### src/rtl/serial_unescape.sv
// serial_unescape: strips 0x7e flag framing and 0x7d escapes from a UART byte stream
// Ports:
//   mclk, reset          clock and asynchronous active-low reset
//   u_data, u_data_strobe raw byte from the UART receiver, one-cycle strobe per byte
//   h_data, h_data_strobe un-escaped payload byte (held) and its one-cycle strobe
//   h_frame_end           one-cycle pulse when a frame closes
//   h_frame_error         frame bad (abort, bad escape, overflow, FCS), valid with h_frame_end
//   h_length              payload byte count of the closed frame, held until the next close
// Optional: define SERIAL_UNESCAPE_FCS_EN to check a trailing CRC-16/X.25 FCS on each frame.
module serial_unescape #(
  parameter logic [7:0] FLAG    = 8'h7e,
  parameter logic [7:0] ESCAPE  = 8'h7d,
  parameter logic [7:0] ESC_XOR = 8'h20,
  parameter int         MAX_LEN = 1024,
  parameter int         LEN_W   = 11
) (
  input  logic             mclk,
  input  logic             reset,
  input  logic [7:0]       u_data,
  input  logic             u_data_strobe,
  output logic [7:0]       h_data,
  output logic             h_data_strobe,
  output logic             h_frame_end,
  output logic             h_frame_error,
  output logic [LEN_W-1:0] h_length
);
  typedef enum logic [1:0] {HUNT, DATA, ESC} state_t;
  state_t state, state_nx;
  logic [LEN_W-1:0] count, count_nx;
  logic err, err_nx;
  logic emit, take, full, close, abort, set_err, clear, close_err, fcs_bad;
  logic [7:0] emit_byte;
`ifdef SERIAL_UNESCAPE_FCS_EN
  logic [15:0] crc, crc_nx;
  function automatic logic [15:0] crc_upd(input logic [15:0] c, input logic [7:0] d);
    logic [15:0] r;
    r = c ^ {8'h00, d};
    for (int i = 0; i < 8; i++) r = r[0] ? ((r >> 1) ^ 16'h8408) : (r >> 1);
    return r;
  endfunction
  assign fcs_bad = (crc != 16'hf0b8) || (count < LEN_W'(3));
  assign crc_nx  = clear ? 16'hffff : take ? crc_upd(crc, emit_byte) : crc;
  always_ff @(posedge mclk or negedge reset)
    if (!reset) crc <= 16'hffff;
    else crc <= crc_nx;
`else
  assign fcs_bad = 1'b0;
`endif
  always_comb begin
    state_nx  = state;
    emit      = 1'b0;
    emit_byte = u_data;
    close     = 1'b0;
    abort     = 1'b0;
    set_err   = 1'b0;
    clear     = 1'b0;
    if (u_data_strobe) begin
      case (state)
        HUNT: if (u_data == FLAG) begin
          state_nx = DATA;
          clear    = 1'b1;
        end
        DATA: begin
          // an empty frame only closes when something already went wrong in it
          if (u_data == FLAG) close = (count != '0) || err;
          else if (u_data == ESCAPE) state_nx = ESC;
          else emit = 1'b1;
        end
        default: begin
          state_nx = DATA;
          if (u_data == FLAG) begin
            close = 1'b1;
            abort = 1'b1;
          end else if (u_data == ESCAPE) set_err = 1'b1;
          else begin
            emit      = 1'b1;
            emit_byte = u_data ^ ESC_XOR;
          end
        end
      endcase
      clear = clear | close;
    end
  end
  assign full      = count == LEN_W'(MAX_LEN);
  assign take      = emit && !full;
  assign close_err = err || abort || fcs_bad;
  assign count_nx  = clear ? '0 : take ? count + 1'b1 : count;
  assign err_nx    = clear ? 1'b0 : err | set_err | (emit & full);
  always_ff @(posedge mclk or negedge reset)
    if (!reset) begin
      state         <= HUNT;
      count         <= '0;
      err           <= 1'b0;
      h_data        <= '0;
      h_data_strobe <= 1'b0;
      h_frame_end   <= 1'b0;
      h_frame_error <= 1'b0;
      h_length      <= '0;
    end else begin
      state         <= state_nx;
      count         <= count_nx;
      err           <= err_nx;
      h_data        <= take ? emit_byte : h_data;
      h_data_strobe <= take;
      h_frame_end   <= close;
      h_frame_error <= close ? close_err : h_frame_error;
      h_length      <= close ? count : h_length;
    end
endmodule

### config.mk
export PLATFORM = sky130hd
export DESIGN_NAME = serial_unescape
export DESIGN_NICKNAME = d
export VERILOG_FILES = /design/src/rtl/serial_unescape.sv
export SDC_FILE = /design/constraint.sdc
export NUM_CORES = 1
export LEC_CHECK = 0
export ABC_AREA = 1
export ABC_CLOCK_PERIOD_IN_PS = 1500
export BUFFER_PORTS_ARGS = -buffer_cell sky130_fd_sc_hd__buf_4
export CORE_MARGIN = 1
export CORE_UTILIZATION = 52
export CTS_BUF_LIST = sky130_fd_sc_hd__clkbuf_8
export CTS_CLUSTER_SIZE = 30
export DETAILED_ROUTE_END_ITERATION = 10
export HOLD_SLACK_MARGIN = 0.06
export PLACE_DENSITY = 0.88
export SETUP_SLACK_MARGIN = 0.1
export SLEW_MARGIN = 30
export SYNTH_ARGS = -nofsm -noshare
export SYNTH_HDL_FRONTEND = slang
export SYNTH_SLANG_ARGS = --single-unit
### constraint.sdc
create_clock -name mclk -period 1.5 [get_ports mclk]
set_clock_uncertainty 0.05 [all_clocks]
set_input_delay 0.15 -clock mclk [delete_from_list [all_inputs] [get_ports mclk]]
set_output_delay 0.15 -clock mclk [all_outputs]
set_load 0.02 [all_outputs]
==> metrics.txt <==
Iter 0 DRT Violations=129; RSZ-0062 raised after global routing=yes; Syn Area/Cell=7.98 µm²; Initial DRT Pass Iterations=4; die area=4120 µm²; Rows=22; Worst EP arrival=1.64 ns; fin worst setup slack=0.0425 ns; Cell Area, Synth=2010 µm²; Pleak=1.45 nW; Core Box Area=3690 µm²; clk slew on worst S/H paths=0.07 ns; Num CTS Buffers=5; largest net degree at the start of global routing=37; Peak VDD IR=0.000952 V; Synth Net Count=265; synth unique cells=25; hpwl dp=3020 µm; Met3 Wirelength=311 µm; final core occ=73.0%; slowest CP cell=dfrtp_1; hold crit path type=in -> reg; antenna diode count=0; vias in the first global route=1750; CTS max path bufs=2; GP Congestion=0.834; die width=64.2 µm; drt wl/cell=13.0 µm; Yosys warnings=0; met2 routed WL=2400 µm; GRT Total Usage=26.6%; area grow syn2layout=34.0%; # setup viols final=0; most common cell after layout, fill and taps aside=nand2_1; M1 WL=1900 µm; CTS tree=yes; io pins=33; Root Buffer=clkbuf_8; Critical path buffers and inverters=1; global route overflow=0; via count=1857; Top Layer Used=met4; Tcrit/Tclk final=97.2%; Die H=64.2 µm; Critical Path Source Type=flip-flop; clock period minus worst slack=1.46 ns; Buffers on Ports=32; most frequent cells in the layout=78 x nand2_1, 50 x buf_4, 34 x nand3_1, 33 x dfrtp_1, 19 x inv_1; post-place setup slack=-0.00571 ns; worst endpoint required time=1.68 ns; initial antenna violation count=0; vias per cell=5.14; CTS sink cnt=36; CP Cell Sequence=inv_2 > ha_4 > nand2_4 > nor2_4 > nand2_2 > nand2_4 > nand2_8 > nand2_8 > nand2_1 > nand2_1; Max Freq=686 MHz; Final Hold Vio Count=0; number of max-cap violations=0; Routed Antenna Nets=0; Final Max Slew Viols=0; power per cell area=1290 nW/µm²; Post-Synthesis Cells=252; Initial Util=54.5%; share of cells above drive strength 1=34.2%; #FFs+latches synth=36; Layout Nets=325; status=complete, no violations; Worst Max-Slew Pin Slew=0.447 ns; headroom to the max-slew limit=70.2%; routed wire length=4700 µm; CP max stage delay=0.42 ns; Crit. End Element=flip-flop; H-tree levels=2; sequential share of the synthesized area=44.8%; crit path max fanout=7; DR DRC count=0; first-pass GRT wire length=8160 µm; critical path class=reg -> reg; worst-skew pair later-pin latency=0.29 ns; crit-path leading delay family=simple AND/OR/NAND/NOR gates
## sequential cells by signal, summed over array words and instances, names as in the netlist
name and count:
err 1, count 11, state 2, h_data 8, h_frame_error 1, h_length 11, h_data_strobe 1, h_frame_end 1
## cells in the mapped netlist (all sizes together)
library cell | instances | share of area, %
nand2 | 96 | 20
dfrtp | 36 | 45
nand3 | 36 | 9.0
inv | 24 | 4.5
nor2 | 21 | 5.7
o21ai | 11 | 2.7
buf | 9 | 4.9
nand3b | 5 | 2.5
nand4 | 3 | 0.93
xor2 | 3 | 1.3
ha | 2 | 1.2
xnor2 | 2 | 0.87
a21oi | 1 | 0.25
clkbuf | 1 | 0.19
nor3 | 1 | 0.50
o21bai | 1 | 0.37
## power by group
group | internal [W] | switching [W]
clock network | 0.000366 | 0.000348
logic | 0.000628 | 0.000815
registers | 0.00117 | 0.000150
total | 0.00217 | 0.00131
## worst paths after layout
kind / start / slack [ns] / end / depth (start not counted)
max: count[1]$_DFFE_PN0P_ / 0.04 / h_length[7]$_DFFE_PN0P_ / 10
min: u_data[1] / 0.09 / h_data[1]$_DFFE_PN0P_ / 3
max reg2reg: count[1]$_DFFE_PN0P_ / 0.04 / h_length[7]$_DFFE_PN0P_ / 10
min reg2reg: h_length[6]$_DFFE_PN0P_ / 0.42 / h_length[6]$_DFFE_PN0P_ / 2
max in group asynchronous: reset / 0.76 / count[0]$_DFFE_PN0P_ / 2
min in group asynchronous: reset / 0.30 / count[1]$_DFFE_PN0P_ / 2
## routing by layer
layer / up-vias / global-route usage, %
met4: 0 / 9.17
met1: 874 / 32.5
met3: 10 / 6.79
met5: - / 0
li1: 912 / -
met2: 61 / 45.3
## cell type report
cell class	count	area (µm²)
sequential	36	905
tap	48	60.1
clock inverter	2	10.0
fill	298	995
clock buffer	6	82.6
multi-input combinational	186	1060
inverter	24	90.1
timing repair buffer	59	485
## cell families after synthesis
| family | share of synthesized area (%) |
|---|---|
| compound gates | 3.36 |
| xor+xnor | 2.18 |
| fa+ha+maj | 1.24 |
| buf+inv | 9.58 |
| flops | 44.8 |
| simple gates | 38.8 |
## metrics by stage
| stage | TNS [ns] | std cells | power [W] | hold WS [ns] | instance area (µm²) |
|---|---|---|---|---|---|
| 2_1_floorplan | 0 | 252 | 0.00216 | -0.196 | 2040 |
| 3_3_place_gp | 0 | 336 | 0.00258 | 0.0767 | 2370 |
| 3_5_place_dp | -0.00908 | 336 | 0.00262 | 0.0809 | 2370 |
| 4_1_cts | 0 | 359 | 0.00346 | 0.0831 | 2650 |
| 5_1_grt | -0.926 | 361 | 0.00371 | 0.111 | 2690 |
| 6_report | 0 | 361 | 0.00348 | 0.0883 | 2690 |
## tightest hold or removal path, delay by kind of cell
family                 cells  cell delay, ns
buffers and inverters      2            0.17
AO/OA/AOI/OAI              1            0.07
## repair_timing
action                                  4_1_cts  5_1_grt
endpoints found under the setup margin       32       33
endpoints found under the hold margin        42        0
resized for setup                            11       12
pin swaps                                     4        1
buffers inserted                              4        2
gates cloned                                  4        0
hold buffers                                  7        0
Note: power is estimated with default switching activity, not from simulation.
